`src/rtl/seg7_scan_driver.sv`:
```
// Time-multiplexed 5-digit 7-segment driver for packed BCD input.
// Includes leading-zero blanking, a dash for invalid nibbles and frame-aligned (tear-free) updates.
module seg7_scan_driver #(
    parameter int SCAN_DIV   = 50000,
    parameter bit ACTIVE_LOW = 1'b1,
    parameter bit BLANK_LZ   = 1'b1
) (
    input  logic        clk,
    input  logic        rst,
    input  logic [19:0] bcd_in,
    input  logic        bcd_valid,
    output logic        bcd_ready,
    input  logic        enable,
    output logic [4:0]  an,
    output logic [6:0]  seg,
    output logic        frame_done
);

    localparam int            CW      = (SCAN_DIV > 1) ? $clog2(SCAN_DIV) : 1;
    localparam logic [CW-1:0] CNT_MAX = CW'(SCAN_DIV - 1);
    localparam logic [4:0]    AN_OFF  = ACTIVE_LOW ? 5'h1F : 5'h00;
    localparam logic [6:0]    SEG_OFF = ACTIVE_LOW ? 7'h7F : 7'h00;

    logic [CW-1:0] cnt_q, cnt_d;
    logic [2:0]    idx_q, idx_d;
    logic [19:0]   shadow_q, shadow_d;
    logic [19:0]   disp_q, disp_d;
    logic          full_q, full_d;
    logic          frame_done_q, frame_done_d;
    logic [4:0]    an_q, an_d;
    logic [6:0]    seg_q, seg_d;

    logic          tick;
    logic          wrap;
    logic [19:0]   disp_shift;
    logic [3:0]    nib;
    logic [4:0]    lz;
    logic          blank;

    function automatic logic [6:0] decode(input logic [3:0] n);
        case (n)
            4'd0:    return 7'h3F;
            4'd1:    return 7'h06;
            4'd2:    return 7'h5B;
            4'd3:    return 7'h4F;
            4'd4:    return 7'h66;
            4'd5:    return 7'h6D;
            4'd6:    return 7'h7D;
            4'd7:    return 7'h07;
            4'd8:    return 7'h7F;
            4'd9:    return 7'h6F;
            default: return 7'h40;
        endcase
    endfunction

    // NOTE: every signal written here gets a default first, so no path leaves it unassigned (no latches).
    always_comb begin
        tick = (cnt_q == CNT_MAX);
        wrap = tick && (idx_q == 3'd4);

        cnt_d = tick ? '0 : cnt_q + 1'b1;
        idx_d = idx_q;
        if (tick) begin
            idx_d = (idx_q == 3'd4) ? 3'd0 : idx_q + 3'd1;
        end

        // Capture requires ~full and transfer requires full, so the two branches are exclusive.
        shadow_d = shadow_q;
        full_d   = full_q;
        disp_d   = disp_q;
        if (wrap && full_q) begin
            disp_d = shadow_q;
            full_d = 1'b0;
        end else if (bcd_valid && !full_q) begin
            shadow_d = bcd_in;
            full_d   = 1'b1;
        end
        frame_done_d = wrap;

        disp_shift = disp_q >> {idx_q, 2'b00};
        nib        = disp_shift[3:0];

        // lz[i]: digit i and every higher digit are zero; A..F counts as nonzero.
        lz[4] = (disp_q[19:16] == 4'd0);
        lz[3] = lz[4] && (disp_q[15:12] == 4'd0);
        lz[2] = lz[3] && (disp_q[11:8] == 4'd0);
        lz[1] = lz[2] && (disp_q[7:4] == 4'd0);
        lz[0] = 1'b0;
        blank = BLANK_LZ && lz[idx_q];

        an_d  = AN_OFF;
        seg_d = SEG_OFF;
        if (enable && !blank) begin
            an_d  = (5'b00001 << idx_q) ^ AN_OFF;
            seg_d = decode(nib) ^ SEG_OFF;
        end
    end

    // NOTE: state registers use non-blocking assignments so every flop samples pre-edge values.
    always_ff @(posedge clk) begin
        if (rst) begin
            cnt_q        <= '0;
            idx_q        <= 3'd0;
            shadow_q     <= 20'h0;
            disp_q       <= 20'h0;
            full_q       <= 1'b0;
            frame_done_q <= 1'b0;
            an_q         <= AN_OFF;
            seg_q        <= SEG_OFF;
        end else begin
            cnt_q        <= cnt_d;
            idx_q        <= idx_d;
            shadow_q     <= shadow_d;
            disp_q       <= disp_d;
            full_q       <= full_d;
            frame_done_q <= frame_done_d;
            an_q         <= an_d;
            seg_q        <= seg_d;
        end
    end

    assign bcd_ready  = ~full_q;
    assign frame_done = frame_done_q;
    assign an         = an_q;
    assign seg        = seg_q;

endmodule

```
`config.mk`:
```
export PLATFORM = sky130hd
export DESIGN_NAME = seg7_scan_driver
export DESIGN_NICKNAME = d
export VERILOG_FILES = /design/src/rtl/seg7_scan_driver.sv
export SDC_FILE = /design/constraint.sdc
export NUM_CORES = 1
export LEC_CHECK = 0
export CAP_MARGIN = 30
export CORE_MARGIN = 2
export CORE_UTILIZATION = 45
export DETAILED_ROUTE_END_ITERATION = 8
export PLACE_DENSITY_LB_ADDON = 0.15
export SLEW_MARGIN = 10
export SYNTH_ARGS = -nofsm -noshare
export SYNTH_HDL_FRONTEND = slang
export SYNTH_SLANG_ARGS = --single-unit
```
`constraint.sdc`:
```
create_clock -name clk -period 2.3 [get_ports clk]
set_clock_uncertainty 0.1 [all_clocks]
set_input_delay 0.23 -clock clk [delete_from_list [all_inputs] [get_ports clk]]
set_output_delay 0.23 -clock clk [all_outputs]
set_load 0.01 [all_outputs]
```
# Word-level counts from Yosys, hierarchy flattened
# Memories as Yosys holds them, arrays and structs flattened.
# Index checks and enable logic that the tools add are counted.
# word_totals
ff_bits,73
mem_bits_ro,112
inputBits,24
output_inout_bits,14
word_cells,42
mem_count,1
# op_classes
addsub,2
magnitude_cmp,1
eq_ne,2
shift,2
n_mux,4
n_bitwise,5
reduce_logical,17
# mem_list
name,depth,word_bits,rd,rd_ports_with_merged_regs,wr,line,source
(no name shown),16,7,1,0,0,41,case (n)
# ops
op,n
>> shifter 20 x 5 -> 4 bit,1
adder 16 x 1 -> 16 bit (second input constant),1
equality test 16 bit (second input constant),1
logical NOT 4 bit,4
logical AND 1 bit,7
two-way mux 7 bit,1
inverter 7 bit,1
OR reduction 2 bit,3
inverter 5 bit,1
<< shifter 1 x 3 -> 5 bit (first input constant),1
less-than comparator 3 x 4 -> 1 bit (second input constant),1
adder 3 x 1 -> 3 bit (second input constant),1
binary-select mux 1 bit (select 3 bit),1
equality test 3 bit (second input constant),1
two-way mux 3 bit,1
inverter 1 bit,3
logical NOT 1 bit,2
AND reduction 2 bit,1
two-way mux 1 bit,1

# Depth between registers and ports, before layout
# Gate-level depths: netlist (run 1).
# depth
depth_word,10
mapped_depth,11
mapped_depth_nobuf,9

# Worst setup path after synthesis (run 1)
# Ideal clock, no wire load.
# synth_path
kind,reg-to-reg
startpoint,reg idx_q[1]
endpoint,"reg seg_q[3], in the netlist seg[3]"
setup_time_ns,0.114
arrival_time_ns,1.971
required_time_ns,2.086
path_slack_ns,0.115
path_stages_with_launch,12
synth_period_minus_slack_ns,2.185
cell_sequence,dfxtp_1 > buf_6 > buf_4 > mux2i_1 > nor2_1 > a21oi_1 > o21a_1 > inv_1 > ha_1 > or3_1 > a21oi_1 > o21ai_2
# synth_via
elab_chain_cells,6
word_cells_on_any_way,10
classes_between,shift (1); mux (3); bitwise (2); reduce/logical (3); memory (1)
# synth_rtl
element,line,source
start: declaration,25,"logic [2:0] idx_q, idx_d;"
start signal: assignment,112,idx_q <= idx_d;
"parallel branches: the longest is 6 deep, another holds memory read (16 x 7 bit)",--,
end signal: assignment,118,seg_q <= seg_d;
end: declaration,31,"logic [6:0] seg_q, seg_d;"
# Several ways; the timed one is not identified. The select of a mux whose other input is x is not followed.
# A chain may end at the register's enable or synchronous reset.

# Worst setup path in the final report (run 1)
# layout_path
startpoint,reg idx_q[2]
endpoint,"reg seg_q[3], in the netlist seg[3]"
# The elaborated chain is that of the path after synthesis.

==> results by group, run 1 <==
Synthesis
  – Top cell type's share of synthesized area: between 40% and 50%
  – Top-count cell post-synth: nand2_1
  – Main synth FF type: dfxtp_1
  – Area leader, netlist: dfxtp_1
  – Sequential area share after synthesis: between 40% and 50%
  – Post-synthesis cell count: approximately 370
  – Post-synth EDFFs: 0
  – Post-synth net total: between 400 and 500
  – Ys Warns: 0
  – Synthesized area: about 3100 sq um
  – Async set-reset flop share out of synthesis: 0%
  – Top post-synthesis cells by count: nand2_1 (93), dfxtp_1 (73), a21oi_1 (50)
  – Syn Area/Cell: approximately 8.4 sq um
  – Synth cell types: 48
  – Synth area leaders: dfxtp_1 (47%), nand2_1 (11%), a21oi_1 (8.0%)
  – #FFs+latches synth: 73

Global route
  – Overall Global Routing Usage: between 10% and 20%
  – Number of global-route vias before repair: about 2200
  – Largest net degree at the start of global routing: 47
  – First-pass GRT wire length: around 10000 microns
  – Initial antenna violation count: 0
  – Total congestion overflow: 0

Die
  – Chip width: between 80 and 90 microns
  – Core Rows: 30
  – Die area: around 7600 sq um
  – I/O pin cnt: 38
  – Die Y: between 80 and 90 microns
  – Initial Util: between 40% and 50%
  – Core area: ~6800 sq um

Placed design
  – Hpwl dp: between 4000 and 5000 microns
  – RD Place Congestion: slightly below 0.9
  – Port bufs: 37
  – Inst Count DP: approximately 470
  – Post-Place Cell Area: about 3500 sq um

Critical path
  – Critical path cell sequence: and3b_1 > a21oi_1 > o22a_2 > ha_1 > or3_1 > a21oi_1 > o21ai_2
  – Setup CP Type: flop to flop
  – Setup crit end kind: flop
  – CP Data Arrival Time: approximately 2.3 ns
  – Top delay family on crit path: flip-flops
  – Crit path buf inv count: 0
  – Worst Path Required: between 2 and 2.5 ns
  – Startpoint Class: flop
  – CP peak stage delay: approximately 0.59 ns
  – Critical Path Fanout Max: 14
  – Slowest CP cell: dfxtp_1
  – Crit-path most repeated cell: a21oi_1

Route
  – Vias: roughly 2500
  – # DRC: 0
  – 1st-iter DRT viols: 125
  – Drt via density: 5.04
  – Wire length per cell: 12.0 microns
  – Drt total wl: 5890 microns
  – Drt first pass iters: 4
  – Post-DRT Antenna Nets: 0

Layout
  – Finished Cell Area: between 3000 and 4000 sq um
  – Finished Layout Cells: ~490
  – Nets: ~440
  – Share of layout cells above drive strength 1: between 10 and 15%
  – Ant. Diodes: 0
  – Layout area overhead: 19.6%

Timing
  – RSZ-0062 raised after global routing: no
  – Fin crit share: between 90% and 100%
  – Max frequency: approximately 470 MHz
  – Crit path time final: between 2 and 2.5 ns
  – Fin Setup TNS: 0 ns
  – Worst slew pin tran: approximately 0.65 ns
  – Slew HR: 56.3%
  – Hold Slack: 0.322 ns
  – Final Hold Viols: 0
  – Slew Viols, Final: 0
  – Setup Viol. Count Final: 0

Run status
  – Outcome: finished clean

Min path
  – Hold Crit Class: input pin to flop

Power and ir drop
  – PD cells: between 600 and 700 nW/um^2
  – Peak supply drop: roughly 0.38 mV
  – Leakage power: between 0.001 and 0.0015 uW
  – Total power draw: ~2400 uW

CTS
  – Bufs on Longest Clock Path: 2
  – CTS Buf Count: 9
  – Postcts setup bufs: 0
  – Clock root buffer: clkbuf_8
  – Clock-pin slew on the worst setup and hold paths: 0.08 ns
  – H-tree Lvls: 3
  – Hold_buf cts: 0
  – Clk_lat worst skew: about 0.34 ns
  – CTS tree: yes
  – Clock Sinks: between 70 and 80

Run
  – Max-cap viol count: 0
layout make-up:
class	count	area, sq um
clock buffers	10	128
clock inverters	6	67.6
fillers	649	3020
inverters	10	37.5
multi-input cells	267	1510
flip-flops and latches	73	1460
well taps	80	100
repair buffers	45	430
worst min-delay path: stages:
cell	delay (ns)
clkdlybuf4s50_1	0.39
nand2_1	0.05
a21oi_1	0.05
flip-flops by register name (all words and copies together), names as in the netlist:
| signal | count |
|---|---|
| full_q | 1 |
| cnt_q | 16 |
| seg | 7 |
| disp_q | 20 |
| shadow_q | 20 |
| frame_done | 1 |
| idx_q | 3 |
| an | 5 |
layer usage:
metal  part of all wire (%)  vias to the layer above  track usage (%)
met5                      0                        -                0
met4                   0.64                        0             5.87
met3                    3.7                        4             5.12
met2                     47                       53             27.1
met1                     48                     1107             21.6
li1                       -                     1309                -
cell usage in the layout, fill, tap and decap left out, types with 8 or more instances in the layout:
cell and n:
a21oi_1 50, buf_4 8, clkbuf_8 9, clkdlybuf4s50_1 37
dfxtp_1 71, ha_1 11, inv_1 9, nand2_1 93
nand3_1 13, nor2_1 25
final timing paths:
check / start / end / slack, ns / cells after the start
worst max-delay path: idx_q[2]$_SDFFE_PP0N_ / seg[3]$_SDFF_PP1_ / 0.16 / 7
worst min-delay path: bcd_in[11] / shadow_q[11]$_SDFFE_PP0P_ / 0.32 / 3
worst max register to register: idx_q[2]$_SDFFE_PP0N_ / seg[3]$_SDFF_PP1_ / 0.16 / 7
worst min register to register: shadow_q[19]$_SDFFE_PP0P_ / disp_q[19]$_SDFFE_PP0P_ / 0.36 / 2
cell families (layout without fill, tap and decap cells):
kind of cell / after synthesis / in the layout / synth area share, %
AO/OA/AOI/OAI: 69 / 69 / 12.7
multiplexers: 8 / 8 / 2.80
AND/OR/NAND/NOR: 165 / 165 / 24.5
adder cells (fa/ha/maj): 11 / 11 / 4.41
flip-flops: 73 / 73 / 46.8
XOR/XNOR: 14 / 14 / 3.92
buffers and inverters: 31 / 71 / 4.89
metrics by stage:
stage	worst slack, ns	utilization [%]
finish	0.159	55.3
global route	0.00696	55.3
CTS	0.0410	55.2
detailed placement	0.0450	52.3
global placement	0.144	52.3
floorplan	0.115	-
timing repair:
action                                  in CTS  in global routing
endpoints found under the hold margin        0                  0
endpoints found under the setup margin       0                 23
resized for setup                            0                  3
report_power, final:
part           switching [uW]  leakage [uW]  internal, uW
Clock                     478     0.0000929           505
Combinational            63.5      0.000677          73.0
Sequential               16.4      0.000595          1300
(Power assumes the default switching activity.)
==> inputs of run 2 (changes only) <==
--- a/config.mk
+++ b/config.mk
@@ -9,6 +9,7 @@
 export CORE_MARGIN = 2
 export CORE_UTILIZATION = 45
 export DETAILED_ROUTE_END_ITERATION = 8
+export GPL_TIMING_DRIVEN = 1
 export PLACE_DENSITY_LB_ADDON = 0.15
 export SLEW_MARGIN = 10
 export SYNTH_ARGS = -nofsm -noshare
==> results of run 2 <==
No change in the layout: final DEF, timing and power equal those of run 1.
